$ cat config.mk
export PLATFORM = sky130hd
export DESIGN_NAME = bfly_inject_tx
export DESIGN_NICKNAME = d
export VERILOG_FILES = /design/src/rtl/bfly_inject_tx.sv
export SDC_FILE = /design/constraint.sdc
export NUM_CORES = 1
export LEC_CHECK = 0
export BUFFER_PORTS_ARGS = -buffer_cell sky130_fd_sc_hd__buf_4
export CAP_MARGIN = 20
export CORE_UTILIZATION = 37
export DETAILED_ROUTE_END_ITERATION = 8
export PLACE_DENSITY_LB_ADDON = 0.25
export SYNTH_ARGS = -nofsm -noshare
export SYNTH_HDL_FRONTEND = slang
export SYNTH_SLANG_ARGS = --single-unit
$ cat constraint.sdc
create_clock -name clk -period 6.4 [get_ports clk]
set_input_delay 1.6 -clock clk [delete_from_list [all_inputs] [get_ports clk]]
set_output_delay 1.6 -clock clk [all_outputs]
set_load 0.1 [all_outputs]
$ cat src/rtl/bfly_inject_tx.sv
`default_nettype none
// ============================================================================
// Module   : bfly_inject_tx
// Purpose  : Frames a client word stream into head/body/tail flits and paces
//            injection into a butterfly input lane with credit flow control.
// Revision : 1.0
// ============================================================================
module bfly_inject_tx #(
    parameter  int PORTS         = 64,
    parameter  int CHANNEL_WIDTH = 18,
    parameter  int CREDITS       = 4,
    parameter  int MAX_PAYLOAD   = 8,
    localparam int DEST_W        = $clog2(PORTS),
    localparam int DATA_W        = CHANNEL_WIDTH - 2,
    localparam int CRED_W        = $clog2(CREDITS + 1)
) (
    input  logic                     clk,
    input  logic                     rst,
    input  logic                     req_valid,
    output logic                     req_ready,
    input  logic [DEST_W-1:0]        req_dest,
    input  logic [DATA_W-1:0]        req_data,
    input  logic                     req_last,
    input  logic                     credit_in,
    output logic [CHANNEL_WIDTH-1:0] out_ch,
    output logic [CRED_W-1:0]        credits,
    output logic [15:0]              pkt_count,
    output logic                     err_len,
    output logic                     err_credit
);

    localparam int CNT_W = $clog2(MAX_PAYLOAD + 1);

    localparam logic [1:0] TYPE_HEAD = 2'b01;
    localparam logic [1:0] TYPE_BODY = 2'b10;
    localparam logic [1:0] TYPE_TAIL = 2'b11;

    typedef enum logic [0:0] {
        S_IDLE    = 1'b0,
        S_PAYLOAD = 1'b1
    } state_t;

    state_t                   state_q,      state_d;
    logic [CNT_W-1:0]         cnt_q,        cnt_d;
    logic [CHANNEL_WIDTH-1:0] out_ch_q,     out_ch_d;
    logic [CRED_W-1:0]        credits_q,    credits_d;
    logic [15:0]              pkt_count_q,  pkt_count_d;
    logic                     err_len_q,    err_len_d;
    logic                     err_credit_q, err_credit_d;

    logic             send;
    logic             tail;
    logic             have_credit;
    logic             credits_full;
    logic [CNT_W-1:0] cnt_inc;

    assign have_credit  = (credits_q != '0);
    assign credits_full = (credits_q == CRED_W'(CREDITS));
    assign req_ready    = (state_q == S_PAYLOAD) && have_credit;
    assign cnt_inc      = cnt_q + CNT_W'(1);

    always_comb begin
        state_d      = state_q;
        cnt_d        = cnt_q;
        out_ch_d     = '0;
        pkt_count_d  = pkt_count_q;
        err_len_d    = err_len_q;
        err_credit_d = err_credit_q;
        send         = 1'b0;
        tail         = 1'b0;

        case (state_q)
            S_IDLE: begin
                // The head carries the whole route, so the destination never
                // needs to be held once the head has been registered.
                if (req_valid && have_credit) begin
                    out_ch_d = {TYPE_HEAD, {(DATA_W-DEST_W){1'b0}}, req_dest};
                    send     = 1'b1;
                    cnt_d    = '0;
                    state_d  = S_PAYLOAD;
                end
            end
            S_PAYLOAD: begin
                if (req_valid && req_ready) begin
                    send     = 1'b1;
                    tail     = req_last || (cnt_inc == CNT_W'(MAX_PAYLOAD));
                    out_ch_d = {(tail ? TYPE_TAIL : TYPE_BODY), req_data};
                    if (tail) begin
                        pkt_count_d = pkt_count_q + 16'd1;
                        cnt_d       = '0;
                        state_d     = S_IDLE;
                        if (!req_last) begin
                            err_len_d = 1'b1;
                        end
                    end else begin
                        cnt_d = cnt_inc;
                    end
                end
            end
            default: state_d = S_IDLE;
        endcase

        // A returned credit while already full is a protocol error; the count
        // saturates rather than wrapping.
        credits_d = credits_q;
        if (credit_in && credits_full) begin
            err_credit_d = 1'b1;
        end
        case ({send, credit_in})
            2'b10:   credits_d = credits_q - CRED_W'(1);
            2'b01:   credits_d = credits_full ? credits_q : credits_q + CRED_W'(1);
            default: credits_d = credits_q;
        endcase
    end

    always_ff @(posedge clk) begin
        if (rst) begin
            state_q      <= S_IDLE;
            cnt_q        <= '0;
            out_ch_q     <= '0;
            credits_q    <= CRED_W'(CREDITS);
            pkt_count_q  <= '0;
            err_len_q    <= 1'b0;
            err_credit_q <= 1'b0;
        end else begin
            state_q      <= state_d;
            cnt_q        <= cnt_d;
            out_ch_q     <= out_ch_d;
            credits_q    <= credits_d;
            pkt_count_q  <= pkt_count_d;
            err_len_q    <= err_len_d;
            err_credit_q <= err_credit_d;
        end
    end

    assign out_ch     = out_ch_q;
    assign credits    = credits_q;
    assign pkt_count  = pkt_count_q;
    assign err_len    = err_len_q;
    assign err_credit = err_credit_q;

endmodule
`default_nettype wire

==> reports/qor.csv <==
metric;value;unit
layout-drive-gt1-share;28.9;%
fp.dieW;73.8;um
wl_per_cell;11.7;um
yosysTopAreaCell;dfxtp_1;
fp.dieArea;5440;um2
syn_area_per_cell;9.04;um2
cts_tree;yes;
diodes;0;
timing.fmax;317;MHz
post-cts-setup-buffer-count;0;
syn-cell-area;1910;um2
ir_worst_vdd;0.180;mV
grtUsageMet2;24.6;%
period_needed;3.15;ns
drt_first_pass_iters;4;
start_kind;register;
finalSetupTns;0;ns
synth_top_area_share;46.2;%
globalplace.congestion;0.760;
boundaryPins;67;
first_global_vias;1530;
core;4850;um2
leakagePower;1.08;nW
tightest_slew;0.505;ns
antenna_found_initial;0;
drc;0;
syn-num-nets;242;
path_cells;or3_1 -> and2_1 -> buf_4;
grt_usage;16.1;%
fin_util;53.8;%
fin_nets;307;
vias;1712;
cp_max_fo;9;
syn_inst;211;
crit_path_max_incr_delay;0.44;ns
slowest_stage;or3_1;
grt_start_max_net_pins;30;
synth_cell_type_count;37;
ys_seq_area_share;46.2;%
pwr_density_cell;310;nW/um2
finalHoldViolations;0;
wirelength;4040;um
yosys-top-cells-area;dfxtp_1 (46%), nor2_1 (5.5%), a21oi_1 (4.7%);
run_status;complete, no violations;
dr.first_iter.drc_count;98;
cts-root-buf;clkbuf_8;
ant_nets;0;
reg2regPathDepth;8;
post-route-period-util;49.3;%
whs_path_depth;2;
die_y;73.8;um
drv_cap;0;
cp-end-kind;output port;
met3_usage;6.58;%
syn2layout_area_growth;36.7;%
ctsResizeCount;0;
rsz0062_at_grt;false;
critPathTopFamily;simple AND/OR/NAND/NOR gates;
path_depth;3;
grt_overflow_total;0;
cts_buffer_depth;2;
dpl_cell_area;2450;um2
setup_viol_count_final;0;
final_common_cell;buf_4;
synth_edf_count;0;
worstSkewPairLatency;0.30;ns
portBuffers;66;
relSlewSlack;65.5;%
crit_type;register to output port;
htree_levels;2;
synthArstFlopShare;0;%
final_cell_mix;buf_4 (66), dfxtp_1 (44), nor2_1 (28);
hold_path.class;register to register;
ys_ff_latch;44;
cp.required;4.80;ns
synth_ff_type;dfxtp_1;
via_per_inst;4.98;
hold_buffers;0;
placementRows;25;
clock-skew-final;0.00908;ns
critPathArrivalTime;1.55;ns
grt_pass1_wl;6640;um
clk_pin_slew_worst_paths;0.08;ns
ys_warn_count;0;
stdcell_area;2610;um2
numCtsBuffers;5;
grtUsageMet1;20.0;%
hpwlAfterDp;3020;um
initial_utilization;39.3;%
clock_sinks;44;
busiest_layer;met2;
cp_num_buf_inv;1;
finalMaxSlewViolations;0;
## report_power, final
| group | switching (mW) | leakage [nW] | internal, mW |
|---|---|---|---|
| combinational | 0.153 | 0.642 | 0.0564 |
| clock | 0.0948 | 0.0784 | 0.195 |
| sequential | 0.0194 | 0.357 | 0.289 |
| total | 0.267 | 1.08 | 0.540 |
## cells by family (layout without fill, tap and decap cells)
kind of cell / after synthesis / after routing / synth area share [%]
flip-flops: 44 / 44 / 46.2
multiplexers: 8 / 8 / 4.27
AND/OR/NAND/NOR: 92 / 92 / 25.1
XOR/XNOR: 9 / 9 / 4.13
adder cells (fa/ha/maj): 4 / 4 / 3.02
AO/OA/AOI/OAI: 40 / 40 / 14.1
buffers and inverters: 14 / 80 / 3.15
## synthesized netlist by cell type, types with 3 or more instances
master,instances
a21o_1,3
mux2i_1,7
nand2_1,13
nand3_1,10
a21oi_1,18
ha_1,3
dfxtp_1,44
o31ai_1,4
and2_1,12
o21ai_0,5
nor3_1,5
xnor2_1,8
or4_1,5
clkbuf_1,7
nor2_1,28
inv_1,6
nand4_1,4
nor3b_1,3
or3_1,3
## routing by layer
| metal | up-vias | routed length, um |
|---|---|---|
| met5 | - | 0 |
| met4 | 0 | 64 |
| met3 | 5 | 340 |
| met2 | 56 | 1780 |
| met1 | 772 | 1860 |
| li1 | 879 | - |
## worst reg2reg max path, stage by stage, from the launching register on
cell	delay, ns
dfxtp_1	0.40
or3_1	0.44
nand2_1	0.23
nand2_1	0.10
fa_1	0.41
nor3b_1	0.25
nor3b_1	0.09
a311oi_1	0.23
o21ai_0	0.11
## metrics by stage
stage               hold WS [ns]  instances  power [mW]  worst slack, ns
floorplan                  0.485        211       0.475             2.71
global placement           0.458        336       0.523             3.18
detailed placement         0.468        336       0.525             3.13
CTS                        0.487        344       0.817             3.23
global route               0.506        344       0.840             3.17
finish                     0.480        344       0.807             3.25
## state kept, by name (all words and copies together) (netlist names)
register / cells
out_ch: 18
pkt_count: 16
cnt_q: 4
credits: 3
err_credit: 1
err_len: 1
state_q: 1
## path summary, 6_finish.rpt
kind / from / end / slack (ns)
worst max-delay path: credits[0] / req_ready / 3.25
worst min-delay path: err_credit / err_credit / 0.48
worst max register to register: credits[0] / credits[2] / 4.01
worst min register to register: err_credit / err_credit / 0.48
## area by class of cell
class	instances	area, um2
Timing Repair Buffer	66	495
Inverter	6	22.5
Fill cell	476	2240
Clock buffer	5	68.8
Clock inverter	3	90.1
Tap cell	67	83.8
Sequential cell	44	881
Multi-Input combinational cell	153	966
(Power assumes the default switching activity.)
